$ cat src/rtl/pc_gen.sv
// pc_gen: fetch-address generator (PC register, next-PC select, optional jr return-address stack).
// Latency: every PC / RAS change is registered; pc and ras_pred_* reflect inputs one edge later.
// Backpressure: stall holds pc and blocks RAS updates; flush_valid overrides stall. Option macro: PC_GEN_RAS_EN.
module pc_gen #(
  parameter int               WIDTH     = 32,
  parameter logic [WIDTH-1:0] RESET_PC  = WIDTH'(32'h0000_3000),
  parameter int               RAS_DEPTH = 4
) (
  input  logic                             clk,
  input  logic                             rstn,
  input  logic                             stall,
  input  logic                             flush_valid,
  input  logic [WIDTH-1:0]                 flush_target,
  input  logic [WIDTH-1:0]                 id_pc,
  input  logic                             br_taken,
  input  logic [WIDTH-1:0]                 br_target,
  input  logic                             jr_valid,
  input  logic [WIDTH-1:0]                 jr_target,
  input  logic                             j_valid,
  input  logic                             j_link,
  input  logic [25:0]                      j_index,
  output logic [WIDTH-1:0]                 pc,
  output logic                             ras_pred_valid,
  output logic [WIDTH-1:0]                 ras_pred_target,
  output logic [$clog2(RAS_DEPTH+1)-1:0]   ras_count
);

  localparam int CW = $clog2(RAS_DEPTH + 1);

  logic [WIDTH-1:0] pc_q, pc_d;
  logic [WIDTH-1:0] j_tgt;
  logic [WIDTH-1:0] jr_sel;
  logic             accept;

  // The ID instruction only takes effect when nothing upstream holds or overrides it.
  assign accept = !flush_valid && !stall;

  // Jump target keeps the top PC bits of the jump itself and replaces the low 28.
  always_comb begin
    j_tgt       = id_pc;
    j_tgt[27:0] = {j_index, 2'b00};
  end

`ifdef PC_GEN_RAS_EN
  localparam int PW = $clog2(RAS_DEPTH);

  logic [WIDTH-1:0] ras_q [RAS_DEPTH];
  logic [WIDTH-1:0] ras_d [RAS_DEPTH];
  logic [PW-1:0]    ptr_q, ptr_d;
  logic [PW-1:0]    top_idx;
  logic [CW-1:0]    cnt_q, cnt_d;
  logic             pv_q, pv_d;
  logic [WIDTH-1:0] pt_q, pt_d;
  logic             ras_hit;

  // ptr points at the next free slot; the top of stack is one below, wrapping circularly.
  assign top_idx = ptr_q - PW'(1);
  assign ras_hit = (cnt_q != '0);
  assign jr_sel  = ras_hit ? ras_q[top_idx] : jr_target;

  // Push on accepted jal, pop on accepted jr; a taken branch or jr suppresses the jal push.
  always_comb begin
    ras_d = ras_q;
    ptr_d = ptr_q;
    cnt_d = cnt_q;
    pv_d  = 1'b0;
    pt_d  = pt_q;
    if (accept && !br_taken) begin
      if (jr_valid) begin
        if (ras_hit) begin
          ptr_d = top_idx;
          cnt_d = cnt_q - CW'(1);
          pv_d  = 1'b1;
          pt_d  = ras_q[top_idx];
        end
      end else if (j_valid && j_link) begin
        // When full the write lands on the oldest entry and the count saturates.
        ras_d[ptr_q] = id_pc + WIDTH'(4);
        ptr_d        = ptr_q + PW'(1);
        if (cnt_q != CW'(RAS_DEPTH)) cnt_d = cnt_q + CW'(1);
      end
    end
  end

  // RAS storage, pointer, count and prediction registers.
  always_ff @(posedge clk or negedge rstn) begin
    if (!rstn) begin
      for (int i = 0; i < RAS_DEPTH; i++) ras_q[i] <= '0;
      ptr_q <= '0;
      cnt_q <= '0;
      pv_q  <= 1'b0;
      pt_q  <= '0;
    end else begin
      ras_q <= ras_d;
      ptr_q <= ptr_d;
      cnt_q <= cnt_d;
      pv_q  <= pv_d;
      pt_q  <= pt_d;
    end
  end

  assign ras_pred_valid  = pv_q;
  assign ras_pred_target = pt_q;
  assign ras_count       = cnt_q;
`else
  logic unused_ok;

  // Without the RAS, jr always waits for the forwarded rs value.
  assign jr_sel          = jr_target;
  assign ras_pred_valid  = 1'b0;
  assign ras_pred_target = '0;
  assign ras_count       = '0;
  assign unused_ok       = j_link;
`endif

  // Next-PC priority: flush, stall, branch, jr, j, sequential.
  always_comb begin
    pc_d = pc_q + WIDTH'(4);
    if (flush_valid)   pc_d = flush_target;
    else if (stall)    pc_d = pc_q;
    else if (br_taken) pc_d = br_target;
    else if (jr_valid) pc_d = jr_sel;
    else if (j_valid)  pc_d = j_tgt;
  end

  // PC register.
  always_ff @(posedge clk or negedge rstn) begin
    if (!rstn) pc_q <= RESET_PC;
    else       pc_q <= pc_d;
  end

  assign pc = pc_q;

endmodule
$ cat config.mk
export PLATFORM = sky130hd
export DESIGN_NAME = pc_gen
export DESIGN_NICKNAME = d
export VERILOG_FILES = /design/src/rtl/pc_gen.sv
export SDC_FILE = /design/constraint.sdc
export NUM_CORES = 1
export LEC_CHECK = 0
export ABC_CLOCK_PERIOD_IN_PS = 1600
export CORE_MARGIN = 5
export CORE_UTILIZATION = 31
export DETAILED_ROUTE_END_ITERATION = 10
export GPL_TIMING_DRIVEN = 0
export PLACE_DENSITY = 0.83
export SKIP_CTS_REPAIR_TIMING = 1
export SYNTH_ARGS = -nofsm -noshare
export SYNTH_HDL_FRONTEND = slang
export SYNTH_SLANG_ARGS = --single-unit
$ cat constraint.sdc
create_clock -name clk -period 1.6 [get_ports clk]
set_input_delay 0.24 -clock clk [delete_from_list [all_inputs] [get_ports clk]]
set_output_delay 0.24 -clock clk [all_outputs]
set_load 0.005 [all_outputs]
---- Yosys cells after proc, flatten, opt, wreduce, memory -nomap -nowiden ----
Cells that the tools add are included.
word-level totals
  flip-flop bits (word level) ............. 32
  input port bits ......................... 162
  output and inout bits ................... 68
  logic and storage cells ................. 8
cells by class
  add/subtract/negate cells ............... 1
  equality and inequality tests ........... 1
  muxes and demuxes ....................... 5
operator list
  kind                     count
  $mux W32                 5
  $add A32 B3 Y32 const B  1
  $ne A2 B1 Y1 const B     1

---- Longest topological paths before layout ----
  depth after elaboration ................. 6
  depth in mapped cells ................... 8
  mapped depth without buffers ............ 6

---- Least setup slack after synthesis ----
OpenSTA, ideal clock, no wires.
  path kind ............................... flip-flop to flip-flop
  start point ............................. register pc_q[13], in the netlist pc[13]
  end point ............................... register pc_q[26], in the netlist pc[26]
  library setup time ...................... 79 ps
  arrival ................................. 1694 ps
  data required time ...................... 1521 ps
  setup slack ............................. -174 ps
  cell stages (with the launch flop) ...... 7
  buffers on the path ..................... 1
  period minus slack after synthesis ...... 1774 ps
  cells stage by stage .................... dfstp_2 -> nand4_1 -> nor4_4 -> buf_6 -> nand4_1 -> a31oi_1 -> a2bb2oi_1
on the way
  word-level cells in the longest chain between the ends .. 6
ends and longest elaborated chain
  item                      line  source
  start: declaration        30    logic [WIDTH-1:0] pc_q, pc_d;
  start signal: assignment  129   else pc_q <= pc_d;
  $add A32 B3 Y32           118   pc_d = pc_q + WIDTH'(4);
  $mux W32                  123   else if (j_valid) pc_d = j_tgt;
  $mux W32                  122   else if (jr_valid) pc_d = jr_sel;
  $mux W32                  121   else if (br_taken) pc_d = br_target;
  $mux W32                  120   else if (stall) pc_d = pc_q;
  $mux W32                  119   if (flush_valid) pc_d = flush_target;
No other way between the ends. The select of a mux whose other input is x is not followed.
A chain may end at the register's enable or synchronous reset.

---- Final worst setup path ----
  start point ............................. register pc_q[9], in the netlist pc[9]
  end point ............................... register pc_q[27], in the netlist pc[27]
Same word-level chain as after synthesis.

==> summary.md <==
| Metric | Value |
|---|---|
| Worst R2R Path Depth | 7 |
| Tot GR Track Use | 0.230 |
| Switching share of total power | 0.329 |
| Worst Setup SP | pc[9] |
| GP Congestion | 0.948 |
| Maximum fanout along the worst path | 9 |
| Total grt overflow | 0 |
| M2 GR Usage | 0.396 |
| Outcome | finished, violations left |
| Die H | 111 um |
| FF+latch count, synth | 32 |
| Non-Filler Instances | 777 |
| Clock Path Buffers | 2 |
| Fin crit period | 1910 ps |
| R2r startpoint | pc[9] |
| Capturing point of the worst reg2reg path | pc[27] |
| Area grow syn2layout | 82.5% |
| Core Box Area | 9820 um^2 |
| Max Freq | 523 MHz |
| Startpoint types | register |
| Fin util | 0.585 |
| Layout cells sized above 1 | 0.242 |
| Main combinational cell family by area after synthesis | compound AO/OA/AOI/OAI gates |
| Area of the multi-input gates | between 2000 and 2500 um^2 |
| Fin worst setup slack | -313 ps |
| Global route hottest layer | met2 |
| Reg clk slew, reported paths | 80 ps |
| Vias per inst | 5.58 |
| Slew Limit Headroom | 0.471 |
| Max Cap Viol | 0 |
| Rows | 36 |
| Clock power frac | 0.267 |
| Max rail drop VDD | ~360 uV |
| Endpoints failing setup | 22 |
| Critical Path AT | 2090 ps |
| Comb pwr share | 0.421 |
| Final-layout fill cell count | 900 |
| Met1 usage in global routing | 0.286 |
| DRT Pass-1 Iters | 5 |
| Top_reg_cell synth | dfrtp_1 |
| CP Class | register to register |
| Leak | 2.42 nW |
| # port buffers | 163 |
| DR iter-0 viols | 383 |
| Setup Skew | 11.3 ps |
| Post-synthesis compound-gate area fraction | 0.321 |
| Synth area leaders | dfrtp_1, buf_4, a21oi_1 |
| Violated checks | negative setup slack |
| Post-route ant nets | 0 |
| Psw | between 1 and 1.5 mW |
| Synthesized area | 3150 um^2 |
| PwrDens | 600 nW/um^2 |
| EDFF count, synth | 0 |
| Post-Synth XOR/XNOR Area | 0.0306 |
| Cells after synthesis | around 410 |
| N_diodes | 0 |
| Reg2Reg Setup Slack | -310 ps |
| First-pass GRT wire length | 22700 um |
| Post-synthesis simple-gate area fraction | 0.224 |
| CP Capture Type | register |
| Warnings, synthesis | 0 |
| Die area | 12300 um^2 |
| Num ports | 230 |
| CTS Root Cell | clkbuf_8 |
| Internal power | 2.31 mW |
| Tcrit/Tclk final | 1.20 |
| Worst EP required | approximately 1800 ps |
| Nets | 806 |
| Area share of the largest cell type after synthesis | 0.239 |
| Synth cell types | 56 |
| Pre-CTS setup slack | -940 ps |
| Largest area contributor in the netlist | dfrtp_1 |
| Reg area | 815 um^2 |
| H-Tree Depth | 2 |
| Starting Density | 0.320 |
| Sequential area share after synthesis | 0.255 |
| Max reg flops | 32 |
| Routed via count | approximately 4300 |
| Clk_lat worst skew | 300 ps |
| # DRC | 0 |
| Hold violation count in the final report | 0 |
| Routed len/inst | 20.2 um |
| Post-synthesis mux area share | 0.0243 |
| Worst Tran Pin Value | between 700 and 800 ps |
| Synth Area per Inst | just under 8 um^2 |
| Max Transition Viols Final | 0 |
| Asr flop ratio synth | 1.00 |
| Synth Area in Adders | 0.00398 |
| CTS sink cnt | 32 |
| Placed insts | 740 |
| Sequential power share | 0.313 |
| Total Routed Length | 15700 um |
| Vias in the first global route | about 4100 |
| CTS tree | done |
| Num CTS Buffers | 5 |
| Final HPWL from detailed placement | 11800 um |
| Largest net degree at the start of global routing | 33 |
| Met3 Use GR | 0.0551 |
| RSZ-0062 raised after global routing | yes |
| Hold Crit Class | input pin to async pin |
| Die width | 111 um |
| Antenna violations before repair | 0 |
[power groups by stage]
stage	sequential, mW	combinational [mW]	clock (mW)
after floorplan	1.05	0.547	0
after global placement	1.07	1.25	0
after detailed placement	1.08	1.27	0
after CTS	1.06	1.27	0.900
after global routing	1.09	1.55	0.938
final	1.08	1.45	0.919
[layer usage]
layer	vias up	part of all wire
met5	-	0
met4	0	0.028
met3	37	0.086
met2	272	0.50
met1	2081	0.39
li1	1947	-
[placed cells by master (no fill, tap or decap), types with 6 or more instances in the layout]
cell             instances
nand2_1                 28
clkbuf_4                 7
clkdlybuf4s50_1        155
buf_2                    7
o21ai_0                 18
a21oi_1                 38
a2bb2oi_1                6
clkbuf_8                 7
nand3_1                  8
dlymetal6s2s_1           7
conb_1                  36
buf_4                   65
nand2b_1                 7
inv_1                    9
a221oi_2                 9
dfrtp_1                 21
a221o_1                 13
a31oi_1                 12
nand4_1                 14
nor2_1                  39
clkbuf_2                 9
xnor2_1                  6
dfrtp_2                  9
[per-stage QoR]
step / cell area (um^2) / TNS (ps) / hold WS, ps / total power [mW]
floorplan: 3290 / -783 / -55.6 / 1.60
global placement: 5090 / -36660 / 492 / 2.32
detailed placement: 5080 / -23860 / 359 / 2.34
CTS: 5210 / -14260 / 45.6 / 3.23
global route: 5740 / -5100 / 84.7 / 3.58
finish: 5740 / -3370 / 16.0 / 3.45
[worst max-delay path, cell delays in order (launching register included)]
cell      delay, ps
dfrtp_1         380
buf_4           200
nand4_4         140
nor4_4          320
buf_4           180
a31oi_1          80
o311ai_1        360
a31oi_1         130
[area by class of cell]
| class | count | share of cell area |
|---|---|---|
| Multi-Input combinational cell | 337 | 0.394 |
| Inverter | 9 | 0.00588 |
| Timing Repair Buffer | 193 | 0.329 |
| Sequential cell | 32 | 0.142 |
| Clock inverter | 1 | 0.00523 |
| Buffer | 65 | 0.0782 |
| Clock buffer | 7 | 0.0168 |
| Tap cell | 133 | 0.0290 |
[cells in the mapped netlist (3+ instances only)]
| library cell | number |
|---|---|
| xor2_1 | 5 |
| xnor2_1 | 6 |
| buf_4 | 36 |
| a21oi_1 | 39 |
| o211ai_1 | 5 |
| mux2_2 | 5 |
| a31oi_1 | 13 |
| nor2_1 | 41 |
| and4_1 | 3 |
| nand2_1 | 28 |
| nor3_1 | 8 |
| and2_1 | 5 |
| dfrtp_1 | 30 |
| a31o_2 | 3 |
| o21ai_0 | 22 |
| o22ai_1 | 3 |
| a22oi_1 | 5 |
| inv_1 | 9 |
| nand4_1 | 14 |
| buf_1 | 4 |
| clkbuf_1 | 13 |
| buf_2 | 11 |
| a221oi_1 | 14 |
| nand2b_1 | 7 |
| a221o_1 | 13 |
| o22a_1 | 3 |
| o221ai_1 | 5 |
| and3_1 | 4 |
| a2bb2oi_1 | 6 |
| nand3_1 | 11 |
| o31a_1 | 3 |
[worst max path at each step]
stage / to / slack [ps]
finish: pc[27] / -310
global route: pc[27] / -360
CTS: pc[17] / -630
detailed placement: pc[17] / -940
global placement: pc[17] / -950
floorplan: pc[26] / -110
[logic make-up after synthesis]
| group | Yosys count |
|---|---|
| AOI/OAI and AO/OA | 147 |
| and+or+nand+nor | 135 |
| buffers and inverters | 75 |
| DFF | 32 |
| xor gates and xnor gates | 11 |
| muxes | 7 |
| adders and majority gates | 1 |
| other | 1 |
(Power assumes the default switching activity.)
